===== config.mk =====
export PLATFORM = sky130hd
export DESIGN_NAME = pad_slot_scheduler
export DESIGN_NICKNAME = d
export VERILOG_FILES = /design/src/rtl/pad_sched_pkg.sv /design/src/rtl/coin_pulse.sv /design/src/rtl/pad_slot_scheduler.sv
export SDC_FILE = /design/constraint.sdc
export NUM_CORES = 1
export LEC_CHECK = 0
export CAP_MARGIN = 40
export CORE_AREA = 2 2 114 116
export DETAILED_ROUTE_END_ITERATION = 16
export DIE_AREA = 0 0 116 118
export PLACE_DENSITY_LB_ADDON = 0.1
export REMOVE_ABC_BUFFERS = 1
export SKIP_CTS_REPAIR_TIMING = 1
export SLEW_MARGIN = 0
export SYNTH_ARGS = -nofsm -noshare
export SYNTH_HDL_FRONTEND = slang
export SYNTH_SLANG_ARGS = --single-unit

===== constraint.sdc =====
create_clock -name clk_sys -period 2.4 [get_ports clk_sys]
set_input_delay 0.48 -clock clk_sys [delete_from_list [all_inputs] [get_ports clk_sys]]
set_output_delay 0.48 -clock clk_sys [all_outputs]
set_load 0.01 [all_outputs]

===== src/rtl/pad_sched_pkg.sv =====
// Shared types and constants for the pad-to-player-slot scheduler.
package pad_sched_pkg;

    typedef enum logic [1:0] {
        SETTLE = 2'd0,
        REMAP  = 2'd1,
        RUN    = 2'd2
    } sched_state_t;

    localparam int BTN_SELECT = 14;
    localparam int BTN_START  = 15;
    localparam int NUM_PADS   = 4;

    typedef logic [1:0] pad_idx_t;

endpackage


===== src/rtl/coin_pulse.sv =====
// Select rising edge -> fixed COIN_MS-long coin pulse; one cycle from edge to pulse.
// No backpressure: retriggers during an active pulse are dropped, never queued.
module coin_pulse #(
    parameter int COIN_MS = 100
) (
    input  logic clk_sys,
    input  logic reset,
    input  logic tick_ms,
    input  logic trig_en,
    input  logic sel,
    output logic pulse
);

    logic       sel_q;
    logic [7:0] cnt_q;

    // sel_q follows sel every cycle; the top steers sel to the new source
    // during REMAP so a Select already held there is not seen as an edge.
    always_ff @(posedge clk_sys) begin
        if (reset) begin
            sel_q <= 1'b0;
            cnt_q <= 8'd0;
        end else begin
            sel_q <= sel;
            if (trig_en && sel && !sel_q && (cnt_q == 8'd0)) begin
                cnt_q <= 8'(COIN_MS);
            end else if (tick_ms && (cnt_q != 8'd0)) begin
                cnt_q <= cnt_q - 8'd1;
            end
        end
    end

    assign pulse = (cnt_q != 8'd0);

endmodule


===== src/rtl/pad_slot_scheduler.sv =====
// Debounced hot-plug assignment of up to four pads to P1/P2; joy words are 1-cycle registered.
// No backpressure: outputs are forced to zero while settling or remapping.
module pad_slot_scheduler
    import pad_sched_pkg::*;
#(
    parameter int DEBOUNCE_MS = 50,
    parameter int COIN_MS     = 100
) (
    input  logic                         clk_sys,
    input  logic                         reset,
    input  logic                         tick_ms,
    input  logic [NUM_PADS-1:0][15:0]    pad_joy,
    input  logic [NUM_PADS-1:0][3:0]     pad_type,
    output logic [15:0]                  p1_joy,
    output logic [15:0]                  p2_joy,
    output pad_idx_t                     p1_src,
    output pad_idx_t                     p2_src,
    output logic                         p1_vld,
    output logic                         p2_vld,
    output logic [1:0]                   coin,
    output logic                         busy
);

    sched_state_t          state_q, state_d;
    logic [7:0]            cnt_q, cnt_d;
    logic [NUM_PADS-1:0]   present, present_q;
    pad_idx_t              p1_src_q, p2_src_q, p1_find, p2_find;
    logic                  p1_vld_q, p2_vld_q, p1_hit, p2_hit;
    logic [15:0]           p1_joy_q, p2_joy_q;
    logic                  run_hold, p1_sel, p2_sel;

    always_comb begin
        present = '0;
        for (int i = 0; i < NUM_PADS; i++) begin
            present[i] = (pad_type[i] != 4'd0);
        end
    end

    always_comb begin
        p1_find = '0;
        p2_find = '0;
        p1_hit  = 1'b0;
        p2_hit  = 1'b0;
        for (int i = 0; i < NUM_PADS; i++) begin
            if (present_q[i]) begin
                if (!p1_hit) begin
                    p1_hit  = 1'b1;
                    p1_find = pad_idx_t'(i);
                end else if (!p2_hit) begin
                    p2_hit  = 1'b1;
                    p2_find = pad_idx_t'(i);
                end
            end
        end
    end

    always_comb begin
        state_d = state_q;
        cnt_d   = cnt_q;
        case (state_q)
            SETTLE: begin
                if (present != present_q) begin
                    cnt_d = 8'd0;
                end else if (tick_ms) begin
                    cnt_d = cnt_q + 8'd1;
                    if (cnt_q + 8'd1 == 8'(DEBOUNCE_MS)) begin
                        state_d = REMAP;
                    end
                end
            end
            REMAP: begin
                cnt_d   = 8'd0;
                state_d = RUN;
            end
            RUN: begin
                if (present != present_q) begin
                    cnt_d   = 8'd0;
                    state_d = SETTLE;
                end
            end
            default: begin
                cnt_d   = 8'd0;
                state_d = SETTLE;
            end
        endcase
    end

    // Joy words pass only when both this and the next cycle are RUN, so they
    // drop to zero the same cycle busy rises.
    assign run_hold = (state_q == RUN) && (state_d == RUN);

    always_ff @(posedge clk_sys) begin
        if (reset) begin
            state_q   <= SETTLE;
            cnt_q     <= 8'd0;
            present_q <= '0;
            p1_src_q  <= '0;
            p2_src_q  <= '0;
            p1_vld_q  <= 1'b0;
            p2_vld_q  <= 1'b0;
            p1_joy_q  <= '0;
            p2_joy_q  <= '0;
        end else begin
            state_q   <= state_d;
            cnt_q     <= cnt_d;
            present_q <= present;
            if (state_q == REMAP) begin
                p1_src_q <= p1_find;
                p2_src_q <= p2_find;
                p1_vld_q <= p1_hit;
                p2_vld_q <= p2_hit;
            end
            p1_joy_q <= (run_hold && p1_vld_q) ? pad_joy[p1_src_q] : 16'd0;
            p2_joy_q <= (run_hold && p2_vld_q) ? pad_joy[p2_src_q] : 16'd0;
        end
    end

    assign p1_sel = (state_q == REMAP) ? pad_joy[p1_find][BTN_SELECT] : pad_joy[p1_src_q][BTN_SELECT];
    assign p2_sel = (state_q == REMAP) ? pad_joy[p2_find][BTN_SELECT] : pad_joy[p2_src_q][BTN_SELECT];

    coin_pulse #(.COIN_MS(COIN_MS)) u_coin_p1 (
        .clk_sys (clk_sys),
        .reset   (reset),
        .tick_ms (tick_ms),
        .trig_en ((state_q == RUN) && p1_vld_q),
        .sel     (p1_sel),
        .pulse   (coin[0])
    );

    coin_pulse #(.COIN_MS(COIN_MS)) u_coin_p2 (
        .clk_sys (clk_sys),
        .reset   (reset),
        .tick_ms (tick_ms),
        .trig_en ((state_q == RUN) && p2_vld_q),
        .sel     (p2_sel),
        .pulse   (coin[1])
    );

    assign p1_joy = p1_joy_q;
    assign p2_joy = p2_joy_q;
    assign p1_src = p1_src_q;
    assign p2_src = p2_src_q;
    assign p1_vld = p1_vld_q;
    assign p2_vld = p2_vld_q;
    assign busy   = (state_q != RUN);

endmodule


==> impl_results.md <==
- N_diodes: 0
- Design area: 5470 um2
- H-Tree Depth: 3
- Status: finished, final reports clean
- Violation count after the first detailed-route iteration: 100
- CP Capture Type: output pin
- F_max: 439 MHz
- Syn Inst Count: 345
- DP Area: 5160 um2
- Largest net degree at the start of global routing: 22
- CTS tree: done
- Worst hold slack: 0.481 ns
- Register area share after synthesis: 38.5%
- Dpl ws: 0.0261 ns
- Vias per cell: 4.64
- CP Class: reg -> out
- Die height: 118 um
- Syn Area/Cell: 10.6 um2
- Final HPWL DP: 7590 um
- Post-Route M1 WL: 4410 um
- Number of synthesized flops with an enable pin: 0
- Synth unique cells: 45
- Fin util: 44.1%
- Clock slew at reported path FFs: 0.06 ns
- Area growth from synthesis to layout: 50.2%
- Total Power: 3.64 mW
- Predominant post-synthesis flop cell: dfxtp_1
- Yosys Warn Count: 0
- DR vias: 3037
- Worst-case clock skew: 0.00635 ns
- Number of global-route vias before repair: 3042
- Met2 routed wirelength: 4570 um
- CP Launch Type: register
- DRC viols: 0
- Total die area: 13700 um2
- Worst skew pair latency: 0.33 ns
- Chip width: 116 um
- Max VDD drop: 0.352 mV
- Antenna Nets Post-Route: 0
- Post-synthesis register bit count: 70
- Worst Hold Class: reg -> reg
- Global-route usage over all layers: 14.8%
- Fin. max-slew vios: 0
- Layout Cells excl Fill: 654
- Fin crit period: 2.28 ns
- Unrepaired setup endpoints after global routing: no
- Clock sinks: 70
- Setup ws final: 0.123 ns
- Top sig layer: met4
- FF-to-FF setup slack: 0.26 ns
- CTS Buffer Depth: 2
- Period utilisation layout: 94.9%
- Post-Syn Area: 3640 um2
- Worst path required time: 1.92 ns
- Setup_tns: 0 ns
- Async SR Flop Fraction: 0%
- Layout Nets: 569
- Pwr per Cell Area: 664 nW/um2
- First-pass GRT wire length: 15600 um
- Worst slew pin tran: 0.433 ns
- Leak: 1.97 nW
- Metal3 WL: 777 um
- Worst-path fanout max: 4
- Routability Congestion: 0.756
- Row Count: 41
- Core area: 12400 um2
- PortBufs: 123
- Final WL: 9900 um
- Share of cells above drive strength 1: 16.8%
- Post-DR wirelength/cell: 15.1 um
- Initial Util: 29.3%
- Root buf cell: clkbuf_16
- # Max-Cap Violations: 0
- Placed Cells: 639
- Total grt overflow: 0
- CTS Buf Count: 9
- # IOs: 124
- Initial antenna violation count: 0
- Count of final hold-check violations: 0
- Setup-failing EPs final: 0
- Worst slew margin: 70.9%
- Worst EP arrival: 1.80 ns
- Drt pass-1 iters: 4
==> registers in the layout (all words and copies together), names as in the netlist, 4 cells and up <==
name,count
u_coin_p2.cnt_q,8
p1_joy,16
cnt_q,8
p2_joy,16
present_q,4
u_coin_p1.cnt_q,8
==> layout make-up <==
class	count	area [um2]
clock buffers	11	243
flip-flops and latches	70	1400
multi-input cells	245	2120
fillers	1200	6940
inverters	8	30.0
repair buffers	144	1410
clock inverters	4	47.5
well taps	172	215
==> worst max-delay path: stages, from the launching register on <==
cell and delay [ns]:
dfxtp_1 0.31, inv_1 0.10, ha_1 0.18, nor4b_4 0.23, nand2_2 0.14, clkdlybuf4s50_1 0.51
==> cells in the mapped netlist, drive strengths merged, types with 5 or more instances <==
cell type	count	area, um2
a21oi	15	75.1
and2b	12	90.1
buf	11	68.8
clkbuf	11	41.3
dfxtp	70	1400
ha	8	100
inv	8	30.0
mux4	32	721
nand2	18	75.1
nand2b	9	58.8
nand3	8	50.1
nand4	5	31.3
nor2	38	143
nor2b	26	168
nor3	7	35.0
nor4	7	71.3
xnor2	10	87.6
xor2	12	105
==> logic make-up (layout without fill, tap and decap cells) <==
logic type	after synthesis	after routing	share of synthesized area, %
compound gates	35	35	6.04
flops	70	70	38.5
fa+ha+maj	8	8	2.75
buf+inv	30	167	3.85
simple gates	145	145	23.0
mux	35	35	20.6
xor+xnor	22	22	5.29
==> placed cells by master, fill, tap and decap left out, drive strengths merged, types with 2 or more instances in the layout <==
cell,n
a211oi,4
a21oi,15
a311oi,3
a31oi,3
and2b,12
and3,3
buf,21
clkbuf,11
clkdlybuf4s50,123
clkinv,2
dfxtp,70
ha,8
inv,8
mux2i,3
mux4,32
nand2,18
nand2b,9
nand3,8
nand3b,2
nand4,5
nor2,38
nor2b,26
nor3,7
nor3b,3
nor4,7
nor4b,2
o21ai,4
o221ai,2
or4b,2
xnor2,10
xor2,12
==> path summary, 6_finish.rpt <==
kind / from / cells past startpoint / to
min: u_coin_p1.cnt_q[7] / 2 / u_coin_p1.cnt_q[7]
max: u_coin_p2.cnt_q[0] / 5 / coin[1]
min reg2reg: u_coin_p1.cnt_q[7] / 2 / u_coin_p1.cnt_q[7]
max reg2reg: present_q[0] / 7 / u_coin_p2.sel_q
==> per-layer routing <==
metal	GRT usage, %	up-vias
li1	-	1505
met1	19.2	1418
met2	23.6	104
met3	3.55	10
met4	5.80	0
met5	0	-
==> report_power, final <==
group          internal [mW]  total [mW]  switching [mW]
clock                  0.823        1.31           0.483
sequential              1.26        1.34          0.0800
combinational          0.542       0.989           0.447
Note: power is estimated with default switching activity, not from simulation.
